--- config.mk ---
export PLATFORM = sky130hd
export DESIGN_NAME = dm_arbiter
export DESIGN_NICKNAME = d
export VERILOG_FILES = /design/src/rtl/dm_ctrl_pkg.sv /design/src/rtl/byte_merge.sv /design/src/rtl/dm_arbiter.sv
export SDC_FILE = /design/constraint.sdc
export NUM_CORES = 1
export LEC_CHECK = 0
export BUFFER_PORTS_ARGS = -buffer_cell sky130_fd_sc_hd__buf_2
export CAP_MARGIN = 20
export CORE_AREA = 2 2 157 159
export CTS_CLUSTER_SIZE = 16
export DETAILED_ROUTE_END_ITERATION = 16
export DIE_AREA = 0 0 159 161
export PLACE_DENSITY = 0.81
export SLEW_MARGIN = 20
export SYNTH_ARGS = -nofsm -noshare
export SYNTH_HDL_FRONTEND = slang
export SYNTH_HIERARCHICAL = 1
export SYNTH_SLANG_ARGS = --single-unit
--- constraint.sdc ---
create_clock -name clk -period 4.4 [get_ports clk]
set_input_delay 0.22 -clock clk [delete_from_list [all_inputs] [get_ports clk]]
set_output_delay 0.22 -clock clk [all_outputs]
set_load 0.05 [all_outputs]
--- src/rtl/dm_ctrl_pkg.sv ---
// Shared definitions for the data-memory arbiter.
// Op codes, FSM states and the latched request bundle.
package dm_ctrl_pkg;

  localparam logic [2:0] DMOP_SW = 3'd0;
  localparam logic [2:0] DMOP_SB = 3'd1;
  localparam logic [2:0] DMOP_LW = 3'd2;

  typedef enum logic [1:0] {
    IDLE   = 2'd0,
    ACCESS = 2'd1,
    MERGE  = 2'd2
  } state_e;

  typedef enum logic [1:0] {
    K_SW = 2'd0,
    K_SB = 2'd1,
    K_LD = 2'd2
  } kind_e;

  typedef struct packed {
    logic        id;
    logic [2:0]  op;
    logic [31:0] addr;
    logic [31:0] wdata;
    logic [31:0] pc;
  } txn_t;

  // Unknown op codes fall back to a load.
  function automatic kind_e op_kind(input logic [2:0] op);
    kind_e k;
    k = K_LD;
    unique case (1'b1)
      (op == DMOP_SW): k = K_SW;
      (op == DMOP_SB): k = K_SB;
      default:         k = K_LD;
    endcase
    return k;
  endfunction

endpackage

--- src/rtl/byte_merge.sv ---
// Replaces one byte lane of a word.
// Lane 0 is bits [7:0], lane 3 is bits [31:24].
module byte_merge (
  input  logic [31:0] word_i,
  input  logic [7:0]  byte_i,
  input  logic [1:0]  lane_i,
  output logic [31:0] word_o
);

  // Select the lane to overwrite; other lanes pass through.
  always_comb begin
    word_o = word_i;
    unique case (lane_i)
      2'd0: word_o[7:0]   = byte_i;
      2'd1: word_o[15:8]  = byte_i;
      2'd2: word_o[23:16] = byte_i;
      2'd3: word_o[31:24] = byte_i;
      default: word_o = word_i;
    endcase
  end

endmodule

--- src/rtl/dm_arbiter.sv ---
// Two-port round-robin arbiter in front of data memory.
// Byte stores become a read then a full-word write.
module dm_arbiter
  import dm_ctrl_pkg::*;
(
  input  logic        clk,
  input  logic        Reset_n,
  input  logic        P0_Req,
  input  logic [2:0]  P0_Op,
  input  logic [31:0] P0_Addr,
  input  logic [31:0] P0_WData,
  input  logic [31:0] P0_PC,
  output logic        P0_Ack,
  output logic [31:0] P0_RData,
  input  logic        P1_Req,
  input  logic [2:0]  P1_Op,
  input  logic [31:0] P1_Addr,
  input  logic [31:0] P1_WData,
  input  logic [31:0] P1_PC,
  output logic        P1_Ack,
  output logic [31:0] P1_RData,
  output logic [31:0] MemAddr,
  output logic [31:0] MemWData,
  output logic        MemWE,
  output logic [2:0]  MemDMOP,
  output logic [31:0] MemPC,
  input  logic [31:0] MemRData,
  output logic        Busy
);

  state_e      state_q, state_d;
  logic        last_q, last_d;
  txn_t        txn_q, txn_d;
  logic [31:0] merge_q, merge_d;
  logic [31:0] rd0_q, rd0_d;
  logic [31:0] rd1_q, rd1_d;

  logic        win;
  kind_e       kind;
  logic [31:0] merged;
  logic        done;
  logic        ld_fwd;

  assign kind = op_kind(txn_q.op);

  byte_merge u_merge (
    .word_i (merge_q),
    .byte_i (txn_q.wdata[7:0]),
    .lane_i (txn_q.addr[1:0]),
    .word_o (merged)
  );

  // Registers; reset abandons any transaction in flight.
  always_ff @(posedge clk or negedge Reset_n) begin
    if (!Reset_n) begin
      state_q <= IDLE;
      last_q  <= 1'b1;
      txn_q   <= '0;
      merge_q <= '0;
      rd0_q   <= '0;
      rd1_q   <= '0;
    end else begin
      state_q <= state_d;
      last_q  <= last_d;
      txn_q   <= txn_d;
      merge_q <= merge_d;
      rd0_q   <= rd0_d;
      rd1_q   <= rd1_d;
    end
  end

  // Grant, sequencing and capture of read data.
  always_comb begin
    state_d = state_q;
    last_d  = last_q;
    txn_d   = txn_q;
    merge_d = merge_q;
    rd0_d   = rd0_q;
    rd1_d   = rd1_q;
    win     = 1'b0;
    unique case (state_q)
      IDLE: begin
        if (P0_Req || P1_Req) begin
          win = (P0_Req && P1_Req) ? ~last_q : P1_Req;
          last_d = win;
          if (win) begin
            txn_d = '{1'b1, P1_Op, P1_Addr,
                      P1_WData, P1_PC};
          end else begin
            txn_d = '{1'b0, P0_Op, P0_Addr,
                      P0_WData, P0_PC};
          end
          state_d = ACCESS;
        end
      end
      ACCESS: begin
        unique case (kind)
          K_SB: begin
            merge_d = MemRData;
            state_d = MERGE;
          end
          K_SW: state_d = IDLE;
          default: begin
            if (txn_q.id) rd1_d = MemRData;
            else          rd0_d = MemRData;
            state_d = IDLE;
          end
        endcase
      end
      MERGE:   state_d = IDLE;
      default: state_d = IDLE;
    endcase
  end

  // Moore decode of the memory strobes and completion.
  always_comb begin
    MemWE    = 1'b0;
    MemWData = '0;
    done     = 1'b0;
    ld_fwd   = 1'b0;
    unique case (state_q)
      ACCESS: begin
        unique case (kind)
          K_SW: begin
            MemWE    = 1'b1;
            MemWData = txn_q.wdata;
            done     = 1'b1;
          end
          K_SB: done = 1'b0;
          default: begin
            done   = 1'b1;
            ld_fwd = 1'b1;
          end
        endcase
      end
      MERGE: begin
        MemWE    = 1'b1;
        MemWData = merged;
        done     = 1'b1;
      end
      default: done = 1'b0;
    endcase
  end

  assign P0_Ack  = done & ~txn_q.id;
  assign P1_Ack  = done &  txn_q.id;

  // Load data is forwarded in the Ack cycle and held afterwards.
  assign P0_RData = (ld_fwd && !txn_q.id) ? MemRData : rd0_q;
  assign P1_RData = (ld_fwd &&  txn_q.id) ? MemRData : rd1_q;

  assign MemAddr = txn_q.addr;
  assign MemPC   = txn_q.pc;
  assign MemDMOP = DMOP_SW;
  assign Busy    = (state_q != IDLE);

endmodule

-- After elaboration in Yosys (flattened, before gate mapping)
Index checks and enable logic that the tools add are counted.
- register bits after elaboration: 199
- bits in latches: 0
- RAM bits: 0
- memory bits (read-only): 0
- bits of input ports: 234
- output and inout bits: 167
- logic and storage cells: 58
- memories kept: 0
- add/sub/neg operators: 0
- $mul: 0
- divide/modulo/power cells: 0
- order comparisons: 0
- equality and inequality tests: 8
- shifts and indexed selects: 0
- multiplexer cells: 20
- bitwise gates (word level): 5
- reduce and logical (&&, ||, !) cells: 15
- operators with widths (cell ; count):
    100-bit two-way mux ; 1
    32-bit two-way mux ; 3
    32-bit case mux with 2 select lines ; 1
    8-bit two-way mux ; 4
    2-bit case mux with 2 select lines ; 2
    2-bit by 1-bit equality test with 1-bit output (second input constant) ; 3
    2-bit equality test (second input constant) ; 3
    2-bit zero test ; 3
    3-bit AND reduction ; 2
    1-bit two-way mux ; 5
    2-bit two-way mux ; 2
    1-bit case mux with 2 select lines ; 2
    2-bit AND reduction ; 2
    3-bit by 1-bit equality test with 1-bit output (second input constant) ; 1
    1-bit logical AND ; 3
    3-bit zero test ; 1
    1-bit NOT ; 3
    1-bit bitwise AND ; 2
    2-bit != test (second input constant) ; 1
    2-bit nonzero test ; 1
    2-bit OR reduction ; 1
    1-bit zero test ; 1
    1-bit logical OR ; 1

-- Depth between registers and ports, before layout
- word-level depth: 8
- gate-level depth with buffers: 8
- depth with buffers taken out: 5

-- Cells and area by module
Netlist, hierarchy kept.
- modules (own cells, without submodules) (module ; times used ; cells an instance ; area an instance (um^2) ; seq. area each (um^2)):
    dm_arbiter ; 1 ; 953 ; 9977.1 ; 4981.0
    byte_merge ; 1 ; 38 ; 440.4 ; 0.0

-- Least setup slack after synthesis
No wires, ideal clock.
- path type: reg2out
- from: register state_q[1]
- to: output P0_Ack
- data arrival time: 1.890 ns
- data required time: 4.180 ns
- setup slack: 2.290 ns
- stages on the path, launching flop included: 5
- buffers on the path: 0
- cells stage by stage: dfrtp_1 > inv_1 > ha_1 > a21oi_1 > nor3b_1
- longest elaborated chain between the ends: 3
- elaborated cells on any way between the ends: 4
- classes of those cells: eq/ne: 2; mux: 1; bitwise: 1
- ends and longest elaborated chain (what ; RTL line ; RTL):
    start, declared ; dm_arbiter.sv:31 ; state_e state_q, state_d;
    start signal, assigned ; dm_arbiter.sv:63 ; state_q <= state_d;
    2-bit equality test or 2-bit by 1-bit equality test with 1-bit output (tied branches) ; dm_arbiter.sv:121 ; unique case (state_q)
    1-bit case mux with 2 select lines (*) ; dm_arbiter.sv:121 ;
    1-bit bitwise AND (*) ; dm_arbiter.sv:145 ; assign P0_Ack = done & ~txn_q.id;
    end, declared ; dm_arbiter.sv:13 ; output logic P0_Ack,
Mark *: on every way between the ends. The rest lies on a longest branch, timed or not.

-- Final worst setup path
- from: register txn_q[98] (netlist bit)
- to: output P1_RData[9]
- longest elaborated chain between the ends: 8
- elaborated cells on any way between the ends: 10
- classes of those cells: eq/ne: 2; mux: 4; reduce/logical: 4
- ends and longest elaborated chain (what ; RTL line ; RTL):
    start, declared ; dm_arbiter.sv:33 ; txn_t txn_q, txn_d;
    start signal, assigned ; dm_arbiter.sv:65 ; txn_q <= txn_d;
    3-bit by 1-bit equality test with 1-bit output or 3-bit zero test (tied branches) ; dm_ctrl_pkg.sv:35, dm_ctrl_pkg.sv:34 ;
    2-bit case mux with 2 select lines (*) ; dm_ctrl_pkg.sv:33 ; unique case (1'b1)
    2-bit by 1-bit equality test with 1-bit output or 2-bit zero test (tied branches) ; dm_arbiter.sv:123 ; unique case (kind)
    2-bit OR reduction (no line) (*) ; n/a ;
    1-bit two-way mux (*) ; dm_arbiter.sv:123 ;
    1-bit two-way mux (*) ; dm_arbiter.sv:121 ;
    1-bit logical AND (*) ; dm_arbiter.sv:150 ; assign P1_RData = (ld_fwd && txn_q.id) ? MemRData : rd1_q;
    32-bit two-way mux (*) ; dm_arbiter.sv:150 ;
    end, declared ; dm_arbiter.sv:21 ; output logic [31:0] P1_RData,
Marks and branches as above.

==> results by group <==
Clock tree
  • Post-CTS setup repair buffer count: 0
  • Worst-skew pair later-pin latency: 0.44 ns
  • Clk sink count: 199
  • CTS tree: built
  • H-tree levels: 4
  • CTS clk-pin slew, worst paths: 0.08 ns
  • Clk root buf: clkbuf_16
  • CTS Buffer Depth: 2
  • CTS buffer count: 17

Placement
  • Final Wtd Congestion: 0.8314
  • Dpl cells: 1,587
  • Detail Placement HPWL: 22,050 µm
  • Dpl ws: 1.828 ns
  • Port bufs: 397

Yosys
  • Async SR Flop Fraction: 100.0%
  • Post-synth EDFFs: 0
  • Mapped cell area: 0.01042 mm²
  • Synth cell types: 36
  • Top cell type's share of synthesized area: 47.56%
  • Syn avg cell area: 10.51 µm²
  • Yosys top cell by area: dfrtp_1
  • Synth area leaders: dfrtp_1, mux2_2, a21oi_1
  • Top_reg_cell synth: dfrtp_1
  • Post-synthesis cell count: 991
  • Syn. warnings: 6
  • Synthesized flop and latch total: 199
  • Sequential area share after synthesis: 47.81%

STA
  • Endpoints failing hold: 0
  • Worst clock skew: 0.02307 ns
  • Slew Limit Fails: 0
  • Worst-Margin Slew: 0.9881 ns
  • Unrepaired setup endpoints after global routing: no
  • Setup_tns: 0 ns
  • Fin crit share: 67.84%
  • Slew HR: 33.96%
  • Final WS setup: 1.415 ns
  • Min Tclk post-route: 2.985 ns
  • Final setup fails: 0
  • Min Hold Slack: 0.01873 ns
  • Max Clk Rate: 0.3350 GHz

Floorplan
  • Row count: 57
  • Initial core utilization: 43.47%
  • Die width: 159 µm
  • Die area: 0.02560 mm²
  • Die height: 161 µm
  • IO Pins: 401
  • Core area: 0.02396 mm²

GRT
  • GRT Util Overall: 23.73%
  • Remaining global-route overflow: 0
  • Vias in the first global route: 8,727
  • Global-route wire length before repair: 48,030 µm
  • Largest net degree at the start of global routing: 110
  • Antenna violations before repair: 12

Critical path
  • Critical Path AT: 2.77 ns
  • Crit start category: register
  • Worst Setup Path Type: reg2out
  • Path depth of the worst reg2reg path: 6
  • FF-to-FF End: MemAddr[10]
  • Required time of the critical path: 4.18 ns
  • FF-to-FF Start: state_q[0]
  • Worst Path Max Fanout: 44
  • Worst setup EP type: primary output
  • Worst reg2reg setup slack: 2.02 ns

Power and ir drop
  • Logic gate share of total power: 57.3%
  • VDD IR max: 0.5747 mV
  • Leakage: 6.171 nW
  • Switching power: 6.080 mW
  • Sequential power share: 29.2%
  • Clock network fraction of design power: 13.5%
  • Pwr per Cell Area: 920.4 mW/mm²
  • Sw Share: 51.40%
  • Cell-internal power: 5.750 mW

Hold path
  • WHS Path Cells: 3
  • Worst hold start: P0_Addr[15]
  • Worst hold path class: in2reg
  • Hold Path End: MemAddr[15]

Cells and area
  • Fillers: 2,167
  • Non-Filler Instances: 1,643
  • Layout net count: 1,535
  • Area grow syn2layout: 23.38%
  • Layout cells sized above 1: 43.94%

Drt
  • Met1 WL: 12,640 µm
  • WL met2: 15,570 µm
  • Vias per cell: 5.240
  • Max Used Layer: met5
  • DR iter-0 viols: 607
  • Residual DRC: 0
  • DRT Pass-1 Iters: 5
  • WL met3: 1878 µm
  • WL final: 30,820 µm
  • Antenna Violating Nets Remaining: 0
  • Vias post-DR: 8,610
  • Routed len/inst: 18.76 µm

Outcome
  • Status: finished clean

Job
  • Max cap viols: 0
## state kept, by name (all words and copies together), names as in the netlist
name	count
rd0_q	32
merge_q	32
MemAddr	32
state_q	2
MemPC	32
txn_q	36
last_q	1
rd1_q	32
## critical path: stages, from the launching register on
cell,delay [ns]
dfrtp_1,0.46
o211ai_4,0.65
buf_4,0.60
mux2_1,0.39
buf_2,0.22
## placed cells by master (no fill, tap or decap), types with 2 or more instances in the layout
cell,synthesis,final
mux2_2,96,96
clkbuf_8,0,2
a22o_1,32,32
diode_2,0,8
dfrtp_1,198,198
ha_1,3,3
dlygate4sd3_1,0,16
conb_1,1,3
mux2_1,69,69
buf_12,0,2
buf_2,24,396
buf_4,81,7
nor2_1,101,101
inv_8,0,3
clkinv_8,0,2
mux2_4,28,28
a21oi_1,200,200
inv_6,0,6
nand2_1,101,101
inv_1,3,3
clkbuf_16,0,17
## worst max path at each step
stage                     startpoint           end  slack, ns  cells after the start
after floorplan           state_q[1]        P0_Ack       2.29                      4
after global placement    state_q[0]  MemWData[25]       1.88                      6
after detailed placement  state_q[1]  MemWData[25]       1.83                      6
after CTS                 state_q[1]  MemWData[25]       1.36                      6
after global routing      state_q[1]  P0_RData[21]       1.26                      7
final                      txn_q[98]   P1_RData[9]       1.41                      4
## cell type report
| type | count | area (µm²) | share of cell area (%) |
|---|---|---|---|
| Sequential cell | 199 | 4981 | 38.75 |
| Timing Repair Buffer | 422 | 2250 | 17.50 |
| Clock inverter | 13 | 143.9 | 1.119 |
| Tap cell | 324 | 405.4 | 3.154 |
| Multi-Input combinational cell | 655 | 4589 | 35.71 |
| Inverter | 3 | 11.26 | 0.08761 |
| Antenna cell | 8 | 20.02 | 0.1557 |
| Clock buffer | 19 | 452.9 | 3.524 |
## kinds of logic after synthesis
logic type | Yosys count | share of synthesized area (%)
fa+ha+maj | 3 | 0.3604
compound gates | 241 | 12.97
flops | 199 | 47.81
other cells | 1 | 0.03600
simple gates | 215 | 8.299
mux | 193 | 21.87
buf+inv | 139 | 8.648
## stage by stage
stage	instance area [µm²]	utilization, %	total power, mW
CTS	12830	53.53	11.89
global route	12850	53.63	12.47
global placement	12070	50.38	10.10
finish	12850	53.64	11.83
detailed placement	12070	50.38	10.24
floorplan	10430	-	9.116
## synth_stat cells (all sizes together) (2+ instances only)
master,instances
buf,111
nor2,103
inv,3
and2,2
a22o,32
ha,3
clkbuf,25
mux2,193
o21ai,3
o21a,2
a21oi,200
dfrtp,198
nand2,102
## power by group through the flow
stage	Combinational (mW)	Clock (mW)	Sequential (mW)
floorplan	5.93	0	3.18
global placement	6.68	0	3.42
detailed placement	6.77	0	3.47
CTS	6.81	1.63	3.45
global route	7.20	1.71	3.57
finish	6.78	1.60	3.45
## per-layer routing
layer	vias to the layer above	track usage, %
met5	-	0
met4	4	8.140
met3	48	4.879
met2	336	40.61
met1	4249	30.12
li1	3973	-
## repair_timing
item                      in CTS  in global routing
hold endpoints to repair     104                  0
hold buffers                  16                  0
gates resized for setup        0                  0
Power figures use the tool's default switching activity.
